[src/rtl/tx_7seg_scan_driver.sv]
// Time-multiplexed hex display driver: latches a packed hex word and scans it
// digit by digit onto a shared segment bus, with tear-free frame-aligned updates.
module tx_7seg_scan_driver #(
  parameter int NUM_DIGITS  = 4,
  parameter int CLK_DIV     = 50000,
  parameter int SEG_ACT_LOW = 1,
  parameter int AN_ACT_LOW  = 1
) (
  input  logic                    clk,
  input  logic                    rst,
  input  logic                    load,
  input  logic [4*NUM_DIGITS-1:0] data_in,
  input  logic [NUM_DIGITS-1:0]   dp_in,
  input  logic                    blank_lz,
  output logic [6:0]              seg_out,
  output logic                    dp_out,
  output logic [NUM_DIGITS-1:0]   an_out,
  output logic                    frame_tick
);

  localparam int DIV_W  = $clog2(CLK_DIV);
  localparam int IDX_W  = (NUM_DIGITS > 1) ? $clog2(NUM_DIGITS) : 1;
  localparam int DATA_W = 4 * NUM_DIGITS;

  localparam logic [6:0]            SEG_OFF = (SEG_ACT_LOW != 0) ? 7'h7F : 7'h00;
  localparam logic                  DP_OFF  = (SEG_ACT_LOW != 0);
  localparam logic [NUM_DIGITS-1:0] AN_OFF  = (AN_ACT_LOW != 0) ? '1 : '0;

  function automatic logic [6:0] hex_lit(input logic [3:0] v);
    logic [6:0] p;
    case (v)
      4'h0: p = 7'b0111111;
      4'h1: p = 7'b0000110;
      4'h2: p = 7'b1011011;
      4'h3: p = 7'b1001111;
      4'h4: p = 7'b1100110;
      4'h5: p = 7'b1101101;
      4'h6: p = 7'b1111101;
      4'h7: p = 7'b0000111;
      4'h8: p = 7'b1111111;
      4'h9: p = 7'b1101111;
      4'hA: p = 7'b1110111;
      4'hB: p = 7'b1111100;
      4'hC: p = 7'b0111001;
      4'hD: p = 7'b1011110;
      4'hE: p = 7'b1111001;
      default: p = 7'b1110001;
    endcase
    return p;
  endfunction

  logic [DIV_W-1:0]      div_cnt_q, div_cnt_d;
  logic [IDX_W-1:0]      dig_idx_q, dig_idx_d;
  logic [DATA_W-1:0]     shadow_nib_q, shadow_nib_d;
  logic [NUM_DIGITS-1:0] shadow_dp_q, shadow_dp_d;
  logic [DATA_W-1:0]     disp_nib_q, disp_nib_d;
  logic [NUM_DIGITS-1:0] disp_dp_q, disp_dp_d;
  logic                  pending_q, pending_d;
  logic [6:0]            seg_q, seg_d;
  logic                  dp_q, dp_d;
  logic [NUM_DIGITS-1:0] an_q, an_d;
  logic                  tick_q;

  logic                  step, wrap;
  logic                  zero_above, cur_blank, cur_dp;
  logic [3:0]            cur_nib;
  logic [6:0]            seg_lit;
  logic [NUM_DIGITS-1:0] an_hot;

  assign step = (div_cnt_q == DIV_W'(CLK_DIV - 1));
  assign wrap = step && (dig_idx_q == IDX_W'(NUM_DIGITS - 1));

  always_comb begin
    div_cnt_d    = step ? '0 : div_cnt_q + 1'b1;
    dig_idx_d    = dig_idx_q;
    shadow_nib_d = shadow_nib_q;
    shadow_dp_d  = shadow_dp_q;
    disp_nib_d   = disp_nib_q;
    disp_dp_d    = disp_dp_q;
    pending_d    = pending_q;
    if (step) begin
      dig_idx_d = wrap ? '0 : dig_idx_q + 1'b1;
    end
    // Display contents only change on a frame boundary so no frame mixes words.
    if (wrap) begin
      if (load) begin
        disp_nib_d = data_in;
        disp_dp_d  = dp_in;
      end else if (pending_q) begin
        disp_nib_d = shadow_nib_q;
        disp_dp_d  = shadow_dp_q;
      end
      pending_d = 1'b0;
    end else if (load) begin
      shadow_nib_d = data_in;
      shadow_dp_d  = dp_in;
      pending_d    = 1'b1;
    end
  end

  always_comb begin
    zero_above = 1'b1;
    cur_nib    = '0;
    cur_dp     = 1'b0;
    cur_blank  = 1'b0;
    an_hot     = '0;
    // Walk from the most significant digit so zero_above covers digits N-1..k.
    for (int k = NUM_DIGITS - 1; k >= 0; k--) begin
      zero_above = zero_above && (disp_nib_q[4*k +: 4] == 4'h0);
      if (dig_idx_q == IDX_W'(k)) begin
        cur_nib   = disp_nib_q[4*k +: 4];
        cur_dp    = disp_dp_q[k];
        cur_blank = blank_lz && zero_above && (k != 0);
        an_hot[k] = 1'b1;
      end
    end
    seg_lit = cur_blank ? 7'h00 : hex_lit(cur_nib);
    seg_d   = (SEG_ACT_LOW != 0) ? ~seg_lit : seg_lit;
    dp_d    = (SEG_ACT_LOW != 0) ? ~cur_dp : cur_dp;
    an_d    = (AN_ACT_LOW != 0) ? ~an_hot : an_hot;
  end

  always_ff @(posedge clk or posedge rst) begin
    if (rst) begin
      div_cnt_q    <= '0;
      dig_idx_q    <= '0;
      shadow_nib_q <= '0;
      shadow_dp_q  <= '0;
      disp_nib_q   <= '0;
      disp_dp_q    <= '0;
      pending_q    <= 1'b0;
      seg_q        <= SEG_OFF;
      dp_q         <= DP_OFF;
      an_q         <= AN_OFF;
      tick_q       <= 1'b0;
    end else begin
      div_cnt_q    <= div_cnt_d;
      dig_idx_q    <= dig_idx_d;
      shadow_nib_q <= shadow_nib_d;
      shadow_dp_q  <= shadow_dp_d;
      disp_nib_q   <= disp_nib_d;
      disp_dp_q    <= disp_dp_d;
      pending_q    <= pending_d;
      seg_q        <= seg_d;
      dp_q         <= dp_d;
      an_q         <= an_d;
      tick_q       <= wrap;
    end
  end

  assign seg_out    = seg_q;
  assign dp_out     = dp_q;
  assign an_out     = an_q;
  assign frame_tick = tick_q;

endmodule

[config.mk]
export PLATFORM = sky130hd
export DESIGN_NAME = tx_7seg_scan_driver
export DESIGN_NICKNAME = d
export VERILOG_FILES = /design/src/rtl/tx_7seg_scan_driver.sv
export SDC_FILE = /design/constraint.sdc
export NUM_CORES = 1
export LEC_CHECK = 0
export BUFFER_PORTS_ARGS = -buffer_cell sky130_fd_sc_hd__buf_4
export CAP_MARGIN = 20
export CORE_MARGIN = 2
export CORE_UTILIZATION = 60
export CTS_BUF_LIST = sky130_fd_sc_hd__clkbuf_4
export CTS_CLUSTER_SIZE = 10
export DETAILED_ROUTE_END_ITERATION = 8
export GPL_TIMING_DRIVEN = 0
export PLACE_DENSITY = 0.85
export SLEW_MARGIN = 20
export SYNTH_ARGS = -nofsm -noshare
export SYNTH_HDL_FRONTEND = slang
export SYNTH_SLANG_ARGS = --single-unit
[constraint.sdc]
create_clock -name clk -period 3.3 [get_ports clk]
set_input_delay 0.495 -clock clk [delete_from_list [all_inputs] [get_ports clk]]
set_output_delay 0.495 -clock clk [all_outputs]
set_load 0.01 [all_outputs]
; ---- Word-level counts from Yosys, hierarchy flattened
; Memories as Yosys holds them, arrays and structs flattened.
; Index checks and enable logic that the tools add are counted.
[totals]
register_bits = 72
latchBits = 0
mem_bits_rw = 0
rom_bits = 112
output_inout_bits = 13
n_memories = 1
[memory_table]
columns = name, words, word_bits, rd, rd_ports_with_merged_regs, write_ports, line
row1 = (no name shown), 16, 7, 1, 0, 0, 31  ; case (v)
[classes]
addsub = 2
mul = 0
div = 0
n_lt_le_gt_ge = 0
n_eq_ne = 4
n_shift = 0
mux = 25
bitwise_logic = 4
n_reduce_logical = 14
[op_table]
columns = op, count
row1 = $mux W16, 3
row2 = $mux W4, 6
row3 = $add A16 B1 Y16 const B, 1
row4 = $eq A16 B16 Y1 const B, 1
row5 = $mux W1, 14
row6 = $logic_not A4 Y1, 3
row7 = $mux W7, 1
row8 = $not A7 Y7, 1
row9 = $logic_and A1 B1 Y1, 6
row10 = $eq A2 B2 Y1 const B, 2
row11 = $not A4 Y4, 1
row12 = $reduce_and A2 Y1, 2
row13 = $reduce_bool A2 Y1, 2
row14 = $add A2 B1 Y2 const B, 1
row15 = $eq A2 B1 Y1 const B, 1
row16 = $logic_not A2 Y1, 1
row17 = $mux W2, 1
row18 = $not A1 Y1, 2

; ---- Logic depth before layout (Yosys ltp)
[logic_depth]
ltp_word = 8
ltp_mapped = 11
ltp_nobuf = 10

; ---- Worst setup path after synthesis
; OpenSTA, ideal clock, no wires.
[synth_timing]
kind = register to register
start = reg dig_idx_q[0]
end = reg seg_q[0], in the netlist seg_out[0]
arrival_time_ns = 2.534
path_slack_ns = 0.679
stages_incl_launch_ff = 12
n_path_buf = 1
synth_period_minus_slack_ns = 2.621
cell_sequence = dfrtp_1 inv_1 ha_1 clkbuf_1 nor2b_1 a221o_1 a22oi_1 inv_1 ha_1 or3_1 o21ai_0 o21ai_1
[synth_between]
elab_chain_cells = 8
[synth_lines]
columns = item, line
row1 = start: declaration, 53  ; logic [IDX_W-1:0] dig_idx_q, dig_idx_d;
row2 = start signal: assignment, 138  ; dig_idx_q <= dig_idx_d;
row3 = $eq A2 B2 Y1, 110  ; if (dig_idx_q == IDX_W'(k)) begin
row4 = $mux W4 (4 in a row), 110
row5 = $mem_v2 Z16 W7, n/a
row6 = $mux W7 (*), 117  ; seg_lit = cur_blank ? 7'h00 : hex_lit(cur_nib);
row7 = $not A7 Y7 (*), 118  ; seg_d = (SEG_ACT_LOW != 0) ? ~seg_lit : seg_lit;
row8 = via seg_d[0], 59  ; logic [6:0] seg_q, seg_d;
row9 = end signal: assignment, 144  ; seg_q <= seg_d;
row10 = end: declaration, 59
; Mark *: on every way through the listed nets, which the timed path passes. The rest lies on a longest branch.
; A chain may end at the register's enable or synchronous reset.

; ---- Worst setup path after layout
; Same ends and word-level chain as after synthesis.

==> results.ini <==
[status]
outcome = completed

[route]
drt.antenna.violating_nets = 0
drc = 0
post_drt_via_cell_ratio = 5.65
wl_per_cell_um = 15.6
wl_um = 6630
drt_iter0_markers = 129
drt_pre_antenna_iters = 4
vias = 2394

[timing]
timing.final.setup_violations = 0
max_freq_ghz = 0.328
fin_tns_setup_ps = 0
final_min_period_over_clock_period_pct = 92.4
timing.final.hold_violations = 0
slew-limit-headroom_pct = 51.4
grt_setup_unrepaired = no
worst_case_clock_skew_ps = 13.6
timing_max_transition_violations_final = 0
finalWorstSetupSlack_ps = 252
finalWorstPathRequiredPeriod_ps = 3050
worstMarginPinSlew_ps = 729

[setup_path]
setup_crit_end_kind = flop
crit_required_ps = 3630
path_class = flop to flop
reg2reg_to = seg_out[0]
arr_time_crit_path_ps = 3380
critical_path.reg2reg.startpoint = dig_idx_q[0]
reg2reg_setup_slack_ps = 250
critPathLaunchType = flop
worstPathMaxFanout = 10
r2r_cells = 11

[placement]
place_hpwl_um = 4680
post-place-ws_ps = 309
finalWeightedCongestion = 0.861
dpl-instance-area_sq_um = 3800
port_buffers = 36

[min_path]
endpoint_with_the_worst_hold_slack = shadow_nib_q[2]
hp-start = data_in[2]
hold_path.class = input port to flop
min_path_cells = 2

[cells_and_area]
layout.nets = 382
flow.area_growth_from_synthesis_pct = 18.0
multi_input_comb_area_sq_um = 1470
register_area_sq_um = 1820
insertedDiodeCount = 0
fin_area_sq_um = 4020
filler_cell_count = 384
share_of_cells_above_drive_strength_1_pct = 21.3
layout.core_utilization_pct = 73.0

[cts]
tritoncts = built
cts.htree.levels = 3
clock-root-buffer = sky130_fd_sc_hd__clkbuf_4
cts_max_path_buffers = 2
clock_insertion_delay_worst_skew_ps = 410
cts.sink_count = 72
clock_pin_transition_on_the_worst_setup_and_hold_timing_paths_ps = 130
cts_buffers = 9
post_cts.repair.setup_buffers = 0

[synth]
ys_top_cells_by_count = 60 x sky130_fd_sc_hd__dfrtp_1, 31 x sky130_fd_sc_hd__nand2_1, 23 x sky130_fd_sc_hd__mux2i_1, 23 x sky130_fd_sc_hd__o21ai_1, 20 x sky130_fd_sc_hd__mux2_1
synth_nets = 333
netlist_area_sq_um = 3410
ys.warnings.count = 0
dominantRegCellSynth = sky130_fd_sc_hd__dfrtp_1
synth_top_area_cell = sky130_fd_sc_hd__dfrtp_1
async_flop_share_pct = 100
ys_seq_area_share_pct = 53.3
synth-edff-count = 0
synth_largest_type_area_fraction_pct = 44.1
ys_seq_elements = 72
yosys.cell_types.count = 45
synth.most_common_cell = sky130_fd_sc_hd__dfrtp_1
avgSynthCellArea_sq_um = 11.4
netlist_top_cells_area = sky130_fd_sc_hd__dfrtp_1 44%, sky130_fd_sc_hd__dfstp_2 9.3%, sky130_fd_sc_hd__mux2i_1 6.8%
synth_cells = 298

[power]
power.share.switching_pct = 21.4
peakVddDrop_mv = 0.418
sequentialPowerShare_pct = 50.8
combPwrFrac_pct = 5.9
total_switching_power_uw = 386
internal_power_of_the_cells_uw = 1420
leakagePower_uw = 0.00177
powerDensity_nw_per_um2 = 450
clockPowerShare_pct = 43.3

[global_routing]
pin_count_of_the_biggest_net_entering_global_routing = 57
overflow_after_grt = 0
grt.total_usage_pct = 24.3
grt_pass1_wl_um = 11600
antenna_found_initial = 0
grt_pass1_vias = 2582

[floorplan]
io_pins = 37
num_rows = 27
core_region_area_sq_um = 5510
chipHeight_um = 79.4
dieWidth_um = 79.4
floorplan.die_area_sq_um = 6300
floorplan.initialDensity_pct = 61.9

[job]
timing.max_cap.violations = 0

[worst max-delay path by stage]
stage          slack [ps]          endpoint         start  cells after the start
4_1_cts               300        seg_out[0]  dig_idx_q[0]                     11
3_3_place_gp          260  shadow_nib_q[11]           rst                      2
6_report              250        seg_out[0]  dig_idx_q[0]                     11
2_1_floorplan         680        seg_out[0]  dig_idx_q[0]                     11
5_1_grt                 3        seg_out[0]  dig_idx_q[0]                     11
3_5_place_dp          310        seg_out[0]  dig_idx_q[0]                     11
[power by group through the flow]
stage	clock network [uW]	logic, uW	registers [uW]
floorplan	0	63.7	932
finish	784	106	919
global route	832	118	923
CTS	796	108	919
global placement	0	98.5	934
detailed placement	0	107	936
[critical path: stages (launching register included)]
cell	delay, ps
sky130_fd_sc_hd__dfrtp_1	420
sky130_fd_sc_hd__inv_1	130
sky130_fd_sc_hd__ha_1	160
sky130_fd_sc_hd__clkbuf_1	300
sky130_fd_sc_hd__nor2b_1	160
sky130_fd_sc_hd__a221o_1	330
sky130_fd_sc_hd__a22oi_1	510
sky130_fd_sc_hd__inv_1	160
sky130_fd_sc_hd__ha_1	270
sky130_fd_sc_hd__or3_1	360
sky130_fd_sc_hd__o21ai_0	80
sky130_fd_sc_hd__o21ai_1	90
[per-layer routing]
layer / vias to the layer above / global-route usage (%) / share of wire, %
met5: - / 0 / 0
met4: 0 / 9.14 / 1.1
met3: 6 / 6.90 / 4.3
met2: 67 / 41.4 / 53
met1: 1183 / 29.3 / 41
li1: 1138 / - / -
[kinds of logic after synthesis]
family,after synthesis,synth area share [%]
simple gates,83,12.7
flops,72,53.3
mux,44,13.7
fa+ha+maj,11,4.04
compound gates,48,9.10
buf+inv,26,3.52
xor+xnor,14,3.60
[through the flow]
stage          std cells  total power [uW]  hold WS [ps]
2_1_floorplan        298               996           389
3_3_place_gp         406              1030           419
3_5_place_dp         407              1040           419
4_1_cts              424              1820           275
5_1_grt              424              1870           261
6_report             424              1810           295
[state kept, by name (all words and copies together), names as in the netlist]
signal        flops
disp_dp_q         4
div_cnt_q        16
dp_out            1
shadow_dp_q       4
pending_q         1
dig_idx_q         2
frame_tick        1
shadow_nib_q     16
disp_nib_q       16
seg_out           7
an_out            4
[placed cells by master, fill, tap and decap left out, types with 10 or more instances in the layout]
cell type,count
sky130_fd_sc_hd__clkbuf_1,10
sky130_fd_sc_hd__dfrtp_1,60
sky130_fd_sc_hd__o21ai_1,23
sky130_fd_sc_hd__mux2i_1,23
sky130_fd_sc_hd__dfstp_2,12
sky130_fd_sc_hd__nor2_1,15
sky130_fd_sc_hd__inv_1,12
sky130_fd_sc_hd__mux2_1,20
sky130_fd_sc_hd__nand2_1,31
sky130_fd_sc_hd__buf_4,36
sky130_fd_sc_hd__ha_1,11
[area by class of cell]
cell class / instances / share of cell area, %
multi-input cells: 200 / 36.6
clock buffers: 9 / 1.68
clock inverters: 7 / 3.58
repair buffers: 38 / 7.66
flip-flops and latches: 72 / 45.2
well taps: 72 / 2.24
inverters: 14 / 1.37
plain buffers: 12 / 1.68
[timing repair]
action                    in CTS  in global routing
hold endpoints to repair       5                  0
resized for setup              0                  0
hold buffers                   1                  0
Power figures use the tool's default switching activity.
